File: config.mk
export PLATFORM = sky130hd
export DESIGN_NAME = uart_rx_buffer
export DESIGN_NICKNAME = d
export VERILOG_FILES = /design/src/rtl/uart_pkg.sv /design/src/rtl/uart_rx_fifo_mem.sv /design/src/rtl/uart_rx_buffer.sv
export SDC_FILE = /design/constraint.sdc
export NUM_CORES = 1
export LEC_CHECK = 0
export CAP_MARGIN = 20
export CORE_MARGIN = 1
export CORE_UTILIZATION = 45
export DETAILED_ROUTE_END_ITERATION = 12
export GPL_TIMING_DRIVEN = 1
export SKIP_CTS_REPAIR_TIMING = 1
export SLEW_MARGIN = 20
export SYNTH_ARGS = -nofsm -noshare
export SYNTH_HDL_FRONTEND = slang
export SYNTH_SLANG_ARGS = --single-unit
File: constraint.sdc
create_clock -name clk -period 2.4 [get_ports clk]
set_input_delay 0.48 -clock clk [delete_from_list [all_inputs] [get_ports clk]]
set_output_delay 0.48 -clock clk [all_outputs]
set_load 0.05 [all_outputs]
File: src/rtl/uart_pkg.sv
`default_nettype none
// ============================================================================
//  Module   : uart_pkg
//  Purpose  : Shared constants for the UART receive buffer. Defines the
//             default data width and the layout of one buffered entry,
//             {stop_error, p_error, data}.
//  Revision : 1.0  initial release
// ============================================================================
package uart_pkg;

    // Default received byte width
    localparam int UART_DATA_W  = 8;

    // Entry layout at the default width
    localparam int ENT_DATA_LSB = 0;
    localparam int ENT_PERR_BIT = UART_DATA_W;
    localparam int ENT_SERR_BIT = UART_DATA_W + 1;
    localparam int ENT_W        = UART_DATA_W + 2;

    // Field positions for an arbitrary data width
    function automatic int ent_perr_bit(input int dw);
        return dw;
    endfunction

    function automatic int ent_serr_bit(input int dw);
        return dw + 1;
    endfunction

endpackage : uart_pkg
`default_nettype wire

File: src/rtl/uart_rx_fifo_mem.sv
`default_nettype none
// ============================================================================
//  Module   : uart_rx_fifo_mem
//  Purpose  : Simple dual-port register array (DEPTH x WIDTH) with a
//             synchronous write port and a registered read port. The read
//             register holds its value until the next read enable.
//  Ports    : clk, rst (async, active-high, clears only the read register)
//             i_we / i_waddr / i_wdata   write port
//             i_re / i_raddr / o_rdata   registered read port
//  Revision : 1.0  initial release
// ============================================================================
module uart_rx_fifo_mem #(
    parameter int WIDTH = 10,
    parameter int DEPTH = 16,
    parameter int AW    = $clog2(DEPTH)
) (
    input  logic             clk,
    input  logic             rst,
    input  logic             i_we,
    input  logic [AW-1:0]    i_waddr,
    input  logic [WIDTH-1:0] i_wdata,
    input  logic             i_re,
    input  logic [AW-1:0]    i_raddr,
    output logic [WIDTH-1:0] o_rdata
);

    // Storage contents are intentionally not reset
    logic [WIDTH-1:0] r_mem [DEPTH];
    logic [WIDTH-1:0] r_rdata;

    always_ff @(posedge clk) begin
        if (i_we) begin
            r_mem[i_waddr] <= i_wdata;
        end
    end

    // Read-before-write: a read and write to the same address in one cycle
    // returns the old contents, which is what the full-buffer pass-through
    // case relies on.
    always_ff @(posedge clk or posedge rst) begin
        if (rst) begin
            r_rdata <= '0;
        end else if (i_re) begin
            r_rdata <= r_mem[i_raddr];
        end
    end

    assign o_rdata = r_rdata;

endmodule : uart_rx_fifo_mem
`default_nettype wire

File: src/rtl/uart_rx_buffer.sv
`default_nettype none
// ============================================================================
//  Module   : uart_rx_buffer
//  Purpose  : Receive-side circular FIFO behind a UART receiver. Captures
//             each frame {stop_error, p_error, data} on wr_valid, hands them
//             to the consumer via rd_en / rd_valid (1-cycle latency), and
//             raises a sticky overrun when a frame is lost to a full buffer.
//  Ports    : clk, reset (async active-high)
//             wr_valid, wr_data, wr_p_error, wr_stop_error   receiver side
//             rd_en, rd_data, rd_p_error, rd_stop_error, rd_valid  host side
//             empty, full, almost_full, count                status
//             overrun, overrun_clr                           overrun flag
//             err_drop (only with UART_RX_ERR_DROP_EN)
//  Config   : `define UART_RX_ERR_DROP_EN to discard frames carrying a
//             parity or stop error instead of storing them.
//  Revision : 1.0  initial release
// ============================================================================
module uart_rx_buffer
    import uart_pkg::*;
#(
    parameter int DATA_W   = UART_DATA_W,
    parameter int DEPTH    = 16,
    parameter int AF_LEVEL = 12
) (
    input  logic                       clk,
    input  logic                       reset,
    input  logic                       wr_valid,
    input  logic [DATA_W-1:0]          wr_data,
    input  logic                       wr_p_error,
    input  logic                       wr_stop_error,
    input  logic                       rd_en,
    output logic [DATA_W-1:0]          rd_data,
    output logic                       rd_p_error,
    output logic                       rd_stop_error,
    output logic                       rd_valid,
    output logic                       empty,
    output logic                       full,
    output logic                       almost_full,
    output logic [$clog2(DEPTH):0]     count,
    output logic                       overrun,
    input  logic                       overrun_clr
`ifdef UART_RX_ERR_DROP_EN
    ,
    output logic                       err_drop
`endif
);

    localparam int AW      = $clog2(DEPTH);
    localparam int CNT_W   = AW + 1;
    localparam int EW      = DATA_W + 2;
    localparam int PERR_B  = ent_perr_bit(DATA_W);
    localparam int SERR_B  = ent_serr_bit(DATA_W);
    localparam logic [CNT_W-1:0] C_DEPTH = CNT_W'(DEPTH);
    localparam logic [CNT_W-1:0] C_AF    = CNT_W'(AF_LEVEL);
    localparam logic [CNT_W-1:0] C_ONE   = CNT_W'(1);

    logic [AW-1:0]    r_wr_ptr;
    logic [AW-1:0]    r_rd_ptr;
    logic [CNT_W-1:0] r_count;
    logic             r_empty;
    logic             r_full;
    logic             r_almost_full;
    logic             r_overrun;
    logic             r_rd_valid;

    logic             w_rd_acc;
    logic             w_wr_acc;
    logic             w_wr_frame;   // wr_valid for a frame eligible for storage
    logic [CNT_W-1:0] w_cnt_nxt;
    logic [EW-1:0]    w_wr_entry;
    logic [EW-1:0]    w_rd_entry;

`ifdef UART_RX_ERR_DROP_EN
    logic             w_err_frame;
    logic             r_err_drop;

    assign w_err_frame = wr_valid && (wr_p_error || wr_stop_error);
    assign w_wr_frame  = wr_valid && !w_err_frame;

    always_ff @(posedge clk or posedge reset) begin
        if (reset) begin
            r_err_drop <= 1'b0;
        end else begin
            r_err_drop <= w_err_frame;
        end
    end

    assign err_drop = r_err_drop;
`else
    assign w_wr_frame  = wr_valid;
`endif

    assign w_rd_acc   = rd_en && !r_empty;
    // A full buffer can still take a frame when a read frees a slot this cycle
    assign w_wr_acc   = w_wr_frame && (!r_full || w_rd_acc);
    assign w_wr_entry = {wr_stop_error, wr_p_error, wr_data};

    always_comb begin
        w_cnt_nxt = r_count;
        if (w_wr_acc && !w_rd_acc) begin
            w_cnt_nxt = r_count + C_ONE;
        end else if (!w_wr_acc && w_rd_acc) begin
            w_cnt_nxt = r_count - C_ONE;
        end
    end

    always_ff @(posedge clk or posedge reset) begin
        if (reset) begin
            r_wr_ptr      <= '0;
            r_rd_ptr      <= '0;
            r_count       <= '0;
            r_empty       <= 1'b1;
            r_full        <= 1'b0;
            r_almost_full <= 1'b0;
            r_overrun     <= 1'b0;
            r_rd_valid    <= 1'b0;
        end else begin
            if (w_wr_acc) begin
                r_wr_ptr <= r_wr_ptr + 1'b1;
            end
            if (w_rd_acc) begin
                r_rd_ptr <= r_rd_ptr + 1'b1;
            end
            r_count       <= w_cnt_nxt;
            r_empty       <= (w_cnt_nxt == '0);
            r_full        <= (w_cnt_nxt == C_DEPTH);
            r_almost_full <= (w_cnt_nxt >= C_AF);
            r_rd_valid    <= w_rd_acc;
            // Set takes priority over clear
            if (w_wr_frame && r_full && !rd_en) begin
                r_overrun <= 1'b1;
            end else if (overrun_clr) begin
                r_overrun <= 1'b0;
            end
        end
    end

    uart_rx_fifo_mem #(
        .WIDTH (EW),
        .DEPTH (DEPTH),
        .AW    (AW)
    ) u_mem (
        .clk     (clk),
        .rst     (reset),
        .i_we    (w_wr_acc),
        .i_waddr (r_wr_ptr),
        .i_wdata (w_wr_entry),
        .i_re    (w_rd_acc),
        .i_raddr (r_rd_ptr),
        .o_rdata (w_rd_entry)
    );

    assign rd_data       = w_rd_entry[DATA_W-1:0];
    assign rd_p_error    = w_rd_entry[PERR_B];
    assign rd_stop_error = w_rd_entry[SERR_B];
    assign rd_valid      = r_rd_valid;
    assign empty         = r_empty;
    assign full          = r_full;
    assign almost_full   = r_almost_full;
    assign count         = r_count;
    assign overrun       = r_overrun;

endmodule : uart_rx_buffer
`default_nettype wire

==> results of run 1 <==
path summary, 6_finish.rpt:
| kind | start | to | slack (ns) | depth (start not counted) |
|---|---|---|---|---|
| max | count[3]$_DFF_PP0_ | count[3] | 0.13 | 1 |
| min | reset | u_mem.o_rdata[6]$_DFFE_PP0P_ | 0.46 | 3 |
| max reg2reg | count[0]$_DFF_PP0_ | empty$_DFF_PP1_ | 0.37 | 6 |
| min reg2reg | u_mem.o_rdata[4]$_DFFE_PP0P_ | u_mem.o_rdata[4]$_DFFE_PP0P_ | 0.51 | 2 |
| max in group asynchronous | reset | empty$_DFF_PP1_ | 1.62 | 3 |
| min in group clk | u_mem.o_rdata[4]$_DFFE_PP0P_ | u_mem.o_rdata[4]$_DFFE_PP0P_ | 0.51 | 2 |
logic make-up after synthesis:
family                     count (synthesis)
xor gates and xnor gates                   7
muxes                                     55
adders and majority gates                  7
DFF                                      188
AOI/OAI and AO/OA                         38
buffers and inverters                     26
and+or+nand+nor                           78
routing by layer:
metal	vias to the layer above	wire length [um]	global-route usage (%)	share of wire (%)
li1	1775	-	-	-
met1	2021	6448	24.47	43
met2	98	7592	31.57	50
met3	25	643	4.205	4.3
met4	0	356	8.333	2.4
met5	-	0	0	0
worst register-to-register path, delay by kind of cell (launching register included):
kind,cells,cell delay (ns)
AOI/OAI and AO/OA,2,0.42
adders and majority gates,1,0.14
buffers and inverters,1,0.12
DFF,1,0.46
and+or+nand+nor,2,0.79
final cells by class:
class	count	area, um^2	share of cell area (%)
Tap cell	220	275.3	3.006
Timing Repair Buffer	77	700.7	7.651
Clock buffer	19	442.9	4.837
Clock inverter	13	260.3	2.842
Multi-Input combinational cell	185	1937	21.15
Inverter	9	33.78	0.3689
Sequential cell	188	5508	60.14
Yosys cell counts (all sizes together) (2+ instances only):
library cell | n | share of area (%)
xnor2 | 7 | 0.81
nor2b | 7 | 0.58
dfrtp | 27 | 8.9
o211ai | 3 | 0.30
nor4 | 3 | 0.25
or3 | 2 | 0.17
a21oi | 7 | 0.46
ha | 7 | 1.2
nand2 | 20 | 0.99
a211oi | 2 | 0.20
nand2b | 7 | 0.58
edfxtp | 160 | 64
inv | 9 | 0.45
o32ai | 6 | 0.70
o22ai | 2 | 0.17
mux2i | 13 | 1.7
nor2 | 16 | 0.79
and2 | 8 | 0.66
clkbuf | 5 | 0.25
o21ai | 5 | 0.33
nor3 | 6 | 0.46
a22oi | 5 | 0.50
buf | 12 | 1.1
nand3 | 4 | 0.26
mux4 | 37 | 12
mux2 | 5 | 0.74
per-stage QoR:
step	cells	power [mW]	worst slack, ns
2_1_floorplan	399	6.758	0.0008671
3_3_place_gp	679	7.864	-0.1344
3_5_place_dp	679	7.911	-0.1078
4_1_cts	711	11.20	0.1023
5_1_grt	711	11.62	0.07539
6_report	711	11.08	0.1333
where the power goes:
| part | switching, mW | internal, mW |
|---|---|---|
| clock network | 1.17 | 2.10 |
| logic | 1.93 | 1.52 |
| registers | 0.304 | 4.04 |
| total | 3.41 | 7.67 |
state kept, by name (all words and copies together) (netlist names):
register	count
empty	1
u_mem.r_mem	160
almost_full	1
r_wr_ptr	4
u_mem.o_rdata	10
overrun	1
full	1
count	5
rd_valid	1
r_rd_ptr	4
==> impl_metrics.py, run 1 <==
metrics = {
    "floorplan": {
        "die_w_um": 131.6,
        "row_count": 47,
        "initial_utilization_pct": 45.90,
        "die_h_um": 131.6,
        "core_um2": 16470,
        "fp.dieArea_um2": 17320,
        "io_pins": 35,
    },
    "synthesis": {
        "yosysSeqAreaShare_pct": 72.86,
        "synth-simple-area-share_pct": 5.315,
        "synth-compound-area-share_pct": 3.543,
        "muxShareOfSynthArea_pct": 14.54,
        "synth_cells": 399,
        "ys_ff_latch": 188,
        "synth_edf_count": 160,
        "synth_top_family_by_area": "multiplexers",
        "synth_ff_type": "edfxtp_1",
        "ys.warnings.count": 0,
        "synth_xor_area_share_pct": 0.8113,
        "synth-async-reset-ratio_pct": 14.89,
        "yosys.area_share.adder_pct": 1.159,
        "synth_nets": 421,
        "syn_area_um2": 7557,
        "avgSynthCellArea_um2": 18.94,
        "ys_types": 47,
    },
    "timing": {
        "finClkSkew_ns": 0.01138,
        "max_slew_margin_pct": 58.05,
        "report.final.slew_viol_count": 0,
        "rsz0062_at_grt": "false",
        "fin_crit_sh_pct": 94.44,
        "worst_pin_slew_ns": 0.6273,
        "fmax_mhz": 441.2,
        "whs_ns": 0.4574,
        "setup-violations-final": 0,
        "period_needed_ns": 2.267,
        "final-hold-violation-count": 0,
        "tns_ns": 0,
    },
    "worst_setup_path": {
        "crit_family": "buffers and inverters",
        "cp_cell_sequence": "clkdlybuf4s50_1",
        "required_ns": 1.92,
        "critPathMaxStageDelay_ns": 0.87,
        "crit_type": "flop to output pin",
        "crit_buf_inv": 1,
        "crit_path_end_kind": "output pin",
        "crit_path_start_kind": "flop",
        "worstPathArrival_ns": 1.79,
        "crit_fanout": 8,
        "cp_slowest_cell": "clkdlybuf4s50_1",
    },
    "finish": {
        "diodes": 0,
        "nets": 500,
        "postLayoutCellArea_um2": 9158,
        "final_common_cell": "edfxtp_1",
        "nFillCells": 1273,
        "fin_util_pct": 55.62,
        "drive_above_1_share_pct": 20.98,
        "layout_common_cells": "160 x edfxtp_1, 40 x buf_4, 34 x clkdlybuf4s50_1",
        "area_growth_pct": 21.18,
    },
    "global_routing": {
        "track_usage_pct": 19.16,
        "grt_pass1_wl_um": 23990,
        "antenna_found_initial": 0,
        "grt_pass1_vias": 4152,
        "grt_max_degree": 42,
        "grt_overflow": 0,
    },
    "cts": {
        "clk_pin_slew_ns": 0.07,
        "cts_max_path_buffers": 2,
        "cts_tree": "done",
        "clock_latency_ns": 0.43,
        "clock_sinks": 188,
        "htreeDepth": 4,
        "cts_root_buffer": "clkbuf_16",
        "numCtsBuffers": 17,
    },
    "route": {
        "drt-initial-drc-count": 258,
        "avgRoutedWirePerCell_um": 21.15,
        "drt_wl_total_um": 15040,
        "drc": 0,
        "vias_per_cell": 5.512,
        "vias": 3919,
        "drt.antenna.violating_nets": 0,
        "first_pass_iters": 5,
    },
    "placement": {
        "dp_hpwl_um": 10190,
        "gp_congestion": 0.8237,
        "port_buffers": 34,
        "placed_area_um2": 8454,
    },
    "min_path": {
        "hold_class": "input port to asynchronous set/reset pin",
    },
    "power_and_ir_drop": {
        "ir_drop_v": 0.0006717,
        "powerDensity_nw_per_um2": 1209,
        "p_leak_nw": 3.208,
    },
    "flow_run": {
        "max_cap_violations": 0,
    },
    "outcome": {
        "status": "completed",
    },
}
No activity file was read; power rests on OpenSTA's default activity.
==> run 2: changes to the inputs <==
- clock period: 2.4 -> 1.84 ns (I/O delays scaled with it)
==> run 2 against run 1 <==
Compared with the run above: the flow now finishes with violations (negative setup slack); wire length up 3.6%; flip-flop and latch count unchanged; core utilization up 1.6 points; first-iteration DRC count up 23%; sequential power up 30%; clock skew down 0.0011 ns; clock power up 9.5%; non-clock buffer count up 23; global-route usage up 0.22 points; hold slack worse by 0.12 ns; via count up 1.1%; register-to-register slack worse by 0.38 ns; critical path type is now flop to flop; critical endpoint is now u_mem.o_rdata[6]$_DFFE_PP0P_; largest cell class unchanged.
==> impl_metrics.py, run 2 (synthesis gave the netlist of run 1 again) <==
metrics = {
    "outcome": {
        "violations": "negative setup slack",
        "status": "finished, violations left",
    },
    "cts": {
        "clk_pin_slew_ns": 0.07,
        "numCtsBuffers": 17,
        "htreeDepth": 4,
        "cts_tree": "done",
        "cts_max_path_buffers": 2,
        "clock_sinks": 188,
        "cts_root_buffer": "clkbuf_16",
        "clock_latency_ns": 0.44,
    },
    "floorplan": {
        "die_h_um": 131.6,
        "io_pins": 35,
        "initial_utilization_pct": 45.90,
        "row_count": 47,
        "fp.dieArea_um2": 17320,
        "core_um2": 16470,
        "die_w_um": 131.6,
    },
    "placement": {
        "dp_hpwl_um": 10410,
        "gp_congestion": 0.7809,
        "port_buffers": 34,
    },
    "worst_setup_path": {
        "r2r-start": "r_rd_ptr[1]$_DFFE_PP0P_",
        "crit_fanout": 13,
        "required_ns": 2.15,
        "worstPathArrival_ns": 2.16,
        "r2r_slack_ns": -0.01,
        "crit_type": "flop to flop",
        "r2r_end": "u_mem.o_rdata[6]$_DFFE_PP0P_",
        "r2r_cells": 5,
        "crit_end": "u_mem.o_rdata[6]$_DFFE_PP0P_",
        "crit_start": "r_rd_ptr[1]$_DFFE_PP0P_",
        "crit_path_start_kind": "flop",
        "crit_path_end_kind": "flop",
    },
    "finish": {
        "nets": 523,
        "multi_input_area_um2": 2113,
        "nFillCells": 1270,
        "fin_util_pct": 57.18,
        "largest_reg_flops": 160,
        "layout_common_cells": "160 x edfxtp_1, 77 x buf_4, 24 x dfrtp_1",
        "final_common_cell": "edfxtp_1",
        "seq_area_um2": 5510,
        "area_growth_pct": 24.59,
        "drive_above_1_share_pct": 35.02,
        "diodes": 0,
        "regMostFlops": "u_mem.r_mem",
    },
    "timing": {
        "rsz0062_at_grt": "true",
        "setup-violations-final": 1,
        "fin_crit_sh_pct": 100.7,
        "setup_slack_ns": -0.01245,
        "finClkSkew_ns": 0.01033,
        "worst_pin_slew_ns": 0.5274,
        "fmax_mhz": 539.8,
        "final-hold-violation-count": 0,
        "period_needed_ns": 1.852,
        "max_slew_margin_pct": 64.73,
        "whs_ns": 0.3349,
        "report.final.slew_viol_count": 0,
    },
    "global_routing": {
        "grt_pass1_wl_um": 23940,
        "antenna_found_initial": 0,
        "grt_max_degree": 39,
        "grt_overflow": 0,
        "track_usage_pct": 19.38,
        "grt_pass1_vias": 3995,
    },
    "route": {
        "avgRoutedWirePerCell_um": 21.22,
        "drt_wl_total_um": 15580,
        "first_pass_iters": 4,
        "drt-initial-drc-count": 317,
        "vias_per_cell": 5.396,
        "vias": 3961,
        "drc": 0,
        "drt.antenna.violating_nets": 0,
    },
    "power_and_ir_drop": {
        "p_leak_nw": 3.325,
        "ir_drop_v": 0.0009383,
        "powerDensity_nw_per_um2": 1518,
    },
    "min_path": {
        "hold_class": "input port to asynchronous set/reset pin",
    },
    "flow_run": {
        "max_cap_violations": 0,
    },
}
run 2: cell types whose count changed in the layout (fill, tap and decap cells not counted), sizes merged:
cell and change:
buf +43, clkdlybuf4s50 -20, bufinv -5, clkinv +5, clkinvlp +3, inv -2, clkbuf -1
run 2: final cells by class:
cell class                 count  share of cell area (%)
sequential                   188                   58.52
multi-input combinational    185                   22.45
timing repair buffer         100                   9.542
clock buffer                  18                   4.664
tap                          220                   2.924
clock inverter                14                   1.515
inverter                       9                  0.3854
run 2: metal layers:
layer	up-vias	GRT usage (%)	share of wire, %
li1	1821	-	-
met3	19	3.627	4.0
met5	-	0	0
met2	80	30.04	49
met1	2041	27.46	46
met4	0	7.171	1.5
run 2: critical path, stage by stage, from the launching register on:
cell,delay (ns)
dfrtp_2,0.41
buf_12,0.16
mux4_1,0.54
and2_1,0.18
o32ai_1,0.34
a21oi_1,0.09
run 2: worst min path at each step:
stage                              endpoint                          from
6_report            r_rd_ptr[2]$_DFFE_PP0P_                         reset
5_1_grt                  rd_valid$_DFF_PP0_                         reset
4_1_cts                  rd_valid$_DFF_PP0_                         reset
3_5_place_dp   u_mem.o_rdata[2]$_DFFE_PP0P_  u_mem.o_rdata[2]$_DFFE_PP0P_
3_3_place_gp   u_mem.o_rdata[4]$_DFFE_PP0P_  u_mem.o_rdata[4]$_DFFE_PP0P_
2_1_floorplan         almost_full$_DFF_PP0_                         reset
run 2: per-stage QoR:
step           setup TNS, ns  instance area, um^2  total power, mW  cells  setup slack [ns]
2_1_floorplan         -1.714                 7690            8.988    399          -0.02658
3_3_place_gp          -41.42                 8727            10.60    697           -0.3140
3_5_place_dp          -46.97                 8727            10.68    697           -0.3473
4_1_cts             -0.04144                 9309            14.24    729          -0.01814
5_1_grt              -0.1064                 9415            14.94    734          -0.06580
6_report            -0.01245                 9415            14.30    734          -0.01245
run 2: where the power goes:
part	leakage (nW)	switching [mW]	internal [mW]
Combinational	1.28	2.81	2.25
Sequential	1.77	0.372	5.28
Clock	0.272	1.55	2.03
==> run 3: changes to the inputs <==
--- a/config.mk
+++ b/config.mk
@@ -13,2 +13,3 @@
 export SKIP_CTS_REPAIR_TIMING = 1
+export SKIP_LAST_GASP = 1
 export SLEW_MARGIN = 20
==> constraint.sdc (replaced) <==
create_clock -name clk -period 1.84 [get_ports clk]
set_input_delay 0.184 -clock clk [delete_from_list [all_inputs] [get_ports clk]]
set_output_delay 0.184 -clock clk [all_outputs]
set_load 0.05 [all_outputs]
==> run 3 against run 2 <==
Compared with the run above: critical path depth is the same; power grew 2.2%; hold slack lost 0.17 ns; die area is the same; first-iteration DRC count shrank 21%; via count shrank 0.71%; wire length grew 0.66%; maximum frequency grew 1.5%; sequential share of layout area shrank 0.14 points; flip-flop and latch count is the same; the flow now finishes without violations; cell count shrank 1.2%.
==> impl_metrics.py, run 3 (synthesis gave the netlist of run 1 again) <==
metrics = {
    "outcome": {
        "status": "completed",
    },
    "global_routing": {
        "grt_pass1_wl_um": 24220,
        "grt_max_degree": 39,
        "grt_overflow": 0,
        "grt_pass1_vias": 4026,
        "antenna_found_initial": 0,
        "track_usage_pct": 19.61,
    },
    "floorplan": {
        "core_um2": 16470,
        "row_count": 47,
        "die_w_um": 131.6,
        "fp.dieArea_um2": 17320,
        "initial_utilization_pct": 45.90,
        "io_pins": 35,
        "die_h_um": 131.6,
    },
    "worst_setup_path": {
        "cp_slowest_cell": "mux4_1",
        "r2r-start": "r_rd_ptr[1]$_DFFE_PP0P_",
        "crit_type": "flop to flop",
        "crit_start": "r_rd_ptr[1]$_DFFE_PP0P_",
        "crit_path_end_kind": "flop",
        "crit_path_start_kind": "flop",
        "worstPathArrival_ns": 2.13,
        "cp_cell_sequence": "buf_12, mux4_1, mux2_2, a22oi_1, o21ai_1",
        "crit_fanout": 14,
        "critPathMaxStageDelay_ns": 0.58,
        "required_ns": 2.15,
    },
    "timing": {
        "finClkSkew_ns": 0.007336,
        "whs_ns": 0.1659,
        "worst_pin_slew_ns": 0.6938,
        "setup_slack_ns": 0.01486,
        "setup-violations-final": 0,
        "fin_crit_sh_pct": 99.19,
        "max_slew_margin_pct": 53.60,
        "report.final.slew_viol_count": 0,
        "fmax_mhz": 547.9,
        "rsz0062_at_grt": "true",
        "final-hold-violation-count": 0,
        "period_needed_ns": 1.825,
    },
    "cts": {
        "cts_root_buffer": "clkbuf_16",
        "cts_max_path_buffers": 2,
        "clock_latency_ns": 0.43,
        "clk_pin_slew_ns": 0.07,
        "clock_sinks": 188,
        "cts_tree": "done",
        "numCtsBuffers": 17,
        "htreeDepth": 4,
    },
    "route": {
        "drt.antenna.violating_nets": 0,
        "drt-initial-drc-count": 251,
        "avgRoutedWirePerCell_um": 21.62,
        "drc": 0,
        "drt-met1-wl_um": 6918,
        "vias_per_cell": 5.425,
        "vias": 3933,
        "met2_length_um": 7767,
        "top_layer": "met4",
        "met3WireLength_um": 753,
        "first_pass_iters": 4,
        "drt_wl_total_um": 15680,
    },
    "power_and_ir_drop": {
        "p_sw_share_pct": 32.02,
        "powerDensity_nw_per_um2": 1548,
        "ir_drop_v": 0.001120,
        "internal_power_mw": 9.934,
        "pwr-share-seq_pct": 38.6,
        "clkPwrFrac_pct": 27.0,
        "comb_power_share_pct": 34.4,
        "switching_power_mw": 4.679,
        "p_leak_nw": 3.364,
    },
    "finish": {
        "layout_common_cells": "160 x edfxtp_1, 52 x buf_4, 24 x dfrtp_1",
        "nets": 514,
        "final_common_cell": "edfxtp_1",
        "diodes": 0,
        "fin_util_pct": 57.32,
        "drive_above_1_share_pct": 29.31,
        "largest_reg_flops": 160,
        "regMostFlops": "u_mem.r_mem",
        "area_growth_pct": 24.88,
    },
    "placement": {
        "gp_congestion": 0.7918,
        "port_buffers": 34,
        "place_ws_ns": -0.1430,
        "dp_hpwl_um": 10280,
    },
    "flow_run": {
        "max_cap_violations": 0,
    },
    "min_path": {
        "hold_class": "input port to asynchronous set/reset pin",
    },
}
-- run 3: metal layers --
layer / GRT usage [%] / vias up
met5: 0 / -
li1: - / 1808
met2: 30.98 / 105
met1: 26.75 / 2006
met4: 7.235 / 0
met3: 4.398 / 14
-- run 3: final timing paths --
kind | slack (ns) | cells past startpoint | to
max | 0.01 | 5 | u_mem.o_rdata[1]$_DFFE_PP0P_
min | 0.17 | 3 | u_mem.o_rdata[3]$_DFFE_PP0P_
max reg2reg | 0.01 | 5 | u_mem.o_rdata[1]$_DFFE_PP0P_
min reg2reg | 0.48 | 2 | u_mem.o_rdata[2]$_DFFE_PP0P_
max in group asynchronous | 1.32 | 3 | empty$_DFF_PP1_
min in group clk | 0.38 | 2 | overrun$_DFFE_PP0P_
-- run 3: through the flow --
step | TNS, ns | instance area (um^2) | total power [mW] | instances
6_report | 0 | 9438 | 14.61 | 725
5_1_grt | -0.4452 | 9438 | 15.27 | 725
4_1_cts | -0.2148 | 9345 | 14.65 | 720
3_5_place_dp | -13.14 | 8700 | 10.69 | 688
3_3_place_gp | -10.70 | 8700 | 10.60 | 688
2_1_floorplan | -1.714 | 7690 | 8.988 | 399
-- run 3: final cells by class --
| class | instances | area (um^2) |
|---|---|---|
| Inverter | 9 | 33.78 |
| Tap cell | 220 | 275.3 |
| Fill cell | 1257 | 7028 |
| Clock buffer | 17 | 425.4 |
| Sequential cell | 188 | 5510 |
| Multi-Input combinational cell | 185 | 2085 |
| Timing Repair Buffer | 91 | 888.4 |
| Clock inverter | 15 | 220.2 |
-- run 3: power groups by stage --
stage	clock network, mW	logic, mW	registers (mW)
6_report	3.94	5.03	5.65
5_1_grt	4.20	5.36	5.71
4_1_cts	4.02	4.98	5.65
3_5_place_dp	0	4.96	5.73
3_3_place_gp	0	4.89	5.71
2_1_floorplan	0	2.72	6.27
-- run 3: critical path, delay by kind of cell (launching register included) --
kind / cells / cell delay [ns]
AOI/OAI and AO/OA: 2 / 0.25
buffers and inverters: 1 / 0.17
DFF: 1 / 0.41
muxes: 2 / 0.87
==> patch 1 (settings of run 3) <==
Change the package constant `UART_DATA_W` from 8 to 10.
--- a/src/rtl/uart_pkg.sv
+++ b/src/rtl/uart_pkg.sv
@@ -9,7 +9,7 @@
 package uart_pkg;
 
     // Default received byte width
-    localparam int UART_DATA_W  = 8;
+    localparam int UART_DATA_W  = 10;
 
     // Entry layout at the default width
     localparam int ENT_DATA_LSB = 0;
Interface: changed (resized rd_data and wr_data); port bits go from 35 to 39. No check against the original RTL was run, so the function may have changed too.
==> patch 1 against run 3 <==
  * Cell area grew 20%
  * Combinational power grew 30%
  * Non-clock buffer count grew 12
  * Total power grew 24%
  * Synthesized cell count grew 12%
  * Synthesized area grew 16%
  * Die area grew 16%
  * Setup slack gained 0.0063 ns
  * Sequential cell count grew 34
  * Routed wire length grew 22%
  * Largest power group unchanged
  * Highest routed layer unchanged
==> patch 1: results (changes against run 3) <==
\begin{tabular}{lr}
\hline
Metric & Value \\
\hline
\multicolumn{2}{l}{\textbf{Outcome}} \\
Status & finished, final reports clean (unchanged) \\
\multicolumn{2}{l}{\textbf{Pwr}} \\
Power share of the sequential group & 36.7\% (was 38.6\%) \\
Lkg Pwr & 4.07 nW (was 3.36 nW) \\
Peak supply drop & 797 uV (was 1120 uV) \\
Switching share of total power & 31.7\% (was 32.0\%) \\
Clock net power & 4.98 mW (was 3.94 mW) \\
\multicolumn{2}{l}{\textbf{Place}} \\
Pre-CTS WS & -0.140 ns (was -0.143 ns) \\
Count of buffers inserted at the top-level ports & 38 (was 34) \\
Placed Instance Area & 0.0103 sq mm (was 0.00870 sq mm) \\
\multicolumn{2}{l}{\textbf{Global routing}} \\
Pin count of the biggest net entering global routing & 31 (was 39) \\
Total global-route track usage & 20.0\% (was 19.6\%) \\
Global-route wire length before repair & 29200 microns (was 24200 microns) \\
\multicolumn{2}{l}{\textbf{Setup path}} \\
Arrival time reported for the critical path endpoint & 2.20 ns (was 2.13 ns) \\
Critical path endpoint & u\_mem.o\_rdata[2] (was u\_mem.o\_rdata[1]) \\
FF-to-FF Start & r\_rd\_ptr[0] (was r\_rd\_ptr[1]) \\
Maximum fanout along the worst path & 7 (was 14) \\
\multicolumn{2}{l}{\textbf{Clock network}} \\
Clock latency on the worst-skew pair & 0.51 ns (was 0.43 ns) \\
CTS Buf Count & 23 (was 17) \\
Worst-case clock buffer depth & 3 (was 2) \\
\multicolumn{2}{l}{\textbf{Final layout}} \\
Flip-flop count of the largest register, all copies and words added & 192 (was 160) \\
Layout cell share with drive strength beyond 1 & 35.1\% (was 29.3\%) \\
Layout fillers & 1371 (was 1257) \\
\multicolumn{2}{l}{\textbf{Yosys}} \\
Number of nets in the synthesized netlist & 470 (was 421) \\
Cell types with the largest area share after synthesis & edfxtp\_1 (66\%), mux4\_2 (10\%), dfrtp\_1 (8.3\%), mux4\_1 (1.8\%), mux2i\_1 (1.7\%) (was edfxtp\_1 (64\%), dfrtp\_1 (8.9\%), mux4\_1 (7.3\%), mux4\_2 (4.8\%), mux2i\_1 (1.7\%)) \\
Sequential share of the synthesized area & 74.2\% (was 72.9\%) \\
\multicolumn{2}{l}{\textbf{Drt}} \\
Starting DRC count in detailed routing & 368 (was 251) \\
Routed via count & 4566 (was 3933) \\
Total Wirelength & 19100 microns (was 15700 microns) \\
\multicolumn{2}{l}{\textbf{Timing}} \\
Max Clock Skew & 0.00655 ns (was 0.00734 ns) \\
Time the worst path needs with I/O delays and setup & 1.82 ns (was 1.83 ns) \\
\hline
\end{tabular}
patch 1: worst min path at each step:
stage                        endpoint  cells past startpoint   startpoint  slack [ns]
floorplan                 almost_full                      1        reset        0.27
global placement          r_rd_ptr[3]                      1  r_rd_ptr[3]        0.47
detailed placement        r_rd_ptr[3]                      1  r_rd_ptr[3]        0.48
CTS                 u_mem.o_rdata[10]                      3        reset        0.03
global route        u_mem.o_rdata[10]                      3        reset        0.03
finish              u_mem.o_rdata[10]                      3        reset        0.03
patch 1: final cells by class:
type                    instances  area share [%]
repair buffers                103            11.3
clock inverters                15            1.85
well taps                     260            2.86
inverters                       9           0.319
clock buffers                  27            5.37
flip-flops and latches        222            57.4
multi-input cells             194            20.9
patch 1: critical path, cell delays in order, from the launching register on:
cell	delay (ns)
dfrtp_2	0.41
buf_12	0.14
buf_12	0.13
buf_4	0.11
mux4_2	0.49
mux2_4	0.28
o22ai_2	0.08
a21oi_1	0.05
patch 1: logic make-up (layout without fill, tap and decap cells):
logic type | Yosys count | in the layout | share of synthesized area, %
and+or+nand+nor | 66 | 66 | 3.70
DFF | 222 | 222 | 74.2
AOI/OAI and AO/OA | 42 | 42 | 3.39
xor gates and xnor gates | 7 | 7 | 0.698
buffers and inverters | 30 | 154 | 1.91
adders and majority gates | 7 | 7 | 0.997
muxes | 72 | 72 | 15.1
patch 1: stage by stage:
| step | util (%) | cells |
|---|---|---|
| floorplan | - | 446 |
| global placement | 54.6 | 782 |
| detailed placement | 54.6 | 782 |
| CTS | 59.0 | 824 |
| global route | 60.2 | 830 |
| finish | 60.2 | 830 |
patch 1: routing by layer:
metal / routed length [microns] / up-vias / track usage, %
li1: - / 2022 / -
met5: 0 / - / 0
met3: 954 / 28 / 3.37
met1: 8370 / 2394 / 27.7
met4: 341 / 0 / 6.28
met2: 9390 / 122 / 32.8
==> patch 2 (settings of run 3) <==
Made on the original files. Put one more register stage on the output `count`, with the module's reset. The value now appears one clock later. The other outputs are not delayed to match.
--- a/src/rtl/uart_rx_buffer.sv
+++ b/src/rtl/uart_rx_buffer.sv
@@ -157,7 +157,13 @@
     assign empty         = r_empty;
     assign full          = r_full;
     assign almost_full   = r_almost_full;
-    assign count         = r_count;
+    always_ff @(posedge clk or posedge reset) begin
+        if (reset) begin
+            count <= '0;
+        end else begin
+            count <= r_count;
+        end
+    end
     assign overrun       = r_overrun;
 
 endmodule : uart_rx_buffer
Check against the original RTL: not equivalent (Yosys sat finds a counterexample within 4 cycles, from zero or initial values and one cycle with reset high).
==> patch 2 against run 3 <==
  * Die area up 1.7%
  * Total power up 7.5%
  * Cell area up 3.6%
  * Setup slack better by 0.033 ns
  * Routed wire length down 0.71%
  * Sequential cell count up 5
  * Highest routed layer unchanged
  * Synthesized area up 1.7%
  * Sequential power up 3.9%
==> patch 2: results (changes against run 3) <==
\begin{tabular}{lr}
\hline
Metric & Value \\
\hline
\multicolumn{2}{l}{\textbf{Outcome}} \\
Status & finished, final reports clean (unchanged) \\
\multicolumn{2}{l}{\textbf{Yosys}} \\
Cell types with the largest area share after synthesis & edfxtp\_1 (63\%), dfrtp\_1 (10\%), mux4\_2 (4.1\%), mux2i\_1 (3.6\%), mux2\_2 (2.8\%) (was edfxtp\_1 (64\%), dfrtp\_1 (8.9\%), mux4\_1 (7.3\%), mux4\_2 (4.8\%), mux2i\_1 (1.7\%)) \\
Proportion of register bits with asynchronous set or reset after synthesis & 17.1\% (was 14.9\%) \\
Number of nets in the synthesized netlist & 461 (was 421) \\
Adder and majority cell fraction of the synthesized area & 1.14\% (was 1.16\%) \\
Top cell types by occurrence after synthesis & edfxtp\_1 (160), dfrtp\_1 (32), mux2i\_1 (28) (was edfxtp\_1 (160), dfrtp\_1 (27), mux4\_1 (21)) \\
Sequential share of the synthesized area & 73.3\% (was 72.9\%) \\
Multiplexer share of the synthesized area & 12.9\% (was 14.5\%) \\
XOR/XNOR Fraction of Synth Area & 1.37\% (was 0.811\%) \\
Compound-gate portion of the synthesized area & 4.12\% (was 3.54\%) \\
Distinct cell type count of the synthesized netlist & 42 (was 47) \\
\multicolumn{2}{l}{\textbf{Place}} \\
Inst Count DP & 722 (was 688) \\
Placed wire-length estimate & 10200 microns (was 10300 microns) \\
Gpl congestion & 0.836 (was 0.792) \\
\multicolumn{2}{l}{\textbf{Drt}} \\
Starting DRC count in detailed routing & 230 (was 251) \\
Number of vias per cell & 5.34 (was 5.42) \\
Total Wirelength & 15600 microns (was 15700 microns) \\
\multicolumn{2}{l}{\textbf{Global routing}} \\
Antenna violations before repair & 0 (unchanged) \\
Pin count of the biggest net entering global routing & 33 (was 39) \\
Global-route wire length before repair & 24000 microns (was 24200 microns) \\
Total global-route track usage & 19.0\% (was 19.6\%) \\
\multicolumn{2}{l}{\textbf{Setup path}} \\
Slowest Stage Delay on Critical Path & 0.49 ns (was 0.58 ns) \\
Arrival time reported for the critical path endpoint & 2.10 ns (was 2.13 ns) \\
Slowest stage cell on the critical path & dfrtp\_4 (was mux4\_1) \\
Maximum fanout along the worst path & 9 (was 14) \\
\multicolumn{2}{l}{\textbf{Final layout}} \\
Count of placed standard cells in the final layout, fillers left out & 767 (was 725) \\
Layout cell share with drive strength beyond 1 & 30.7\% (was 29.3\%) \\
Layout fillers & 1250 (was 1257) \\
\multicolumn{2}{l}{\textbf{Timing}} \\
Max Clock Skew & 0.00684 ns (was 0.00734 ns) \\
\multicolumn{2}{l}{\textbf{Pwr}} \\
Peak supply drop & 935 uV (was 1120 uV) \\
Lkg Pwr & 3.52 nW (was 3.36 nW) \\
\multicolumn{2}{l}{\textbf{Clock network}} \\
Buffer type at the clock tree root & clkbuf\_16 (unchanged) \\
\hline
\end{tabular}
-- patch 2: cell types whose count changed after synthesis, sizes merged, moves of 8 or more --
cell and delta:
nor3 +10, mux2 +14, o22ai +18, mux4 -16, mux2i +15, nor2 +8
-- patch 2: final cells by class --
type	count	area [sq um]	area share (%)
clock buffer	21	460	4.71
sequential	193	5640	57.7
multi-input combinational	215	2030	20.8
clock inverter	11	210	2.15
inverter	7	26.3	0.269
timing repair buffer	100	1130	11.6
tap	220	275	2.82
-- patch 2: final timing paths --
check / endpoint / slack, ns / cells past startpoint
hold / removal: count[0] / 0.12 / 2
hold reg to reg: count[4] / 0.43 / 0
max in group asynchronous: r_count[3] / 1.18 / 3
min in group clk: overrun / 0.33 / 2
setup reg to reg: u_mem.o_rdata[0] / 0.05 / 6
setup / recovery: u_mem.o_rdata[0] / 0.05 / 6
-- patch 2: critical path, delay by kind of cell, from the launching register on --
| family | cells | cell delay, ns |
|---|---|---|
| mux | 2 | 0.72 |
| buf+inv | 2 | 0.28 |
| simple gates | 1 | 0.05 |
| flops | 1 | 0.49 |
| compound gates | 1 | 0.11 |
-- patch 2: stage by stage --
step	cell area [sq um]	hold WS [ns]	setup TNS, ns	worst slack [ns]	power (mW)
4_1_cts	9610	0.129	-1.01	-0.158	15.5
6_report	9770	0.124	0	0.0477	15.7
3_5_place_dp	8940	0.380	-8.44	-0.139	11.4
3_3_place_gp	8940	0.384	-7.09	-0.108	11.3
2_1_floorplan	7820	0.273	-2.02	-0.0424	9.46
5_1_grt	9770	0.169	-0.0641	-0.0350	16.4
-- patch 2: logic make-up (layout without fill, tap and decap cells) --
| kind of cell | Yosys count | after routing |
|---|---|---|
| buffers and inverters | 31 | 139 |
| adder cells (fa/ha/maj) | 7 | 7 |
| multiplexers | 68 | 68 |
| XOR/XNOR | 12 | 12 |
| flip-flops | 193 | 193 |
| AND/OR/NAND/NOR | 82 | 82 |
| AO/OA/AOI/OAI | 46 | 46 |
-- patch 2: metal layers --
metal  part of all wire [%]  GRT usage [%]  wire [microns]  up-vias
li1                       -              -               -     1890
met1                     44           25.1            6920     2089
met2                     50           31.3            7860       95
met3                    3.3           3.49             517       18
met4                    1.7           7.60             270        0
met5                      0              0               0        -
-- patch 2: power breakdown --
part	switching, mW	leakage [nW]	total, mW	internal, mW
Sequential	0.407	1.83	5.87	5.46
Clock	1.51	0.325	4.13	2.61
Combinational	3.05	1.36	5.72	2.67
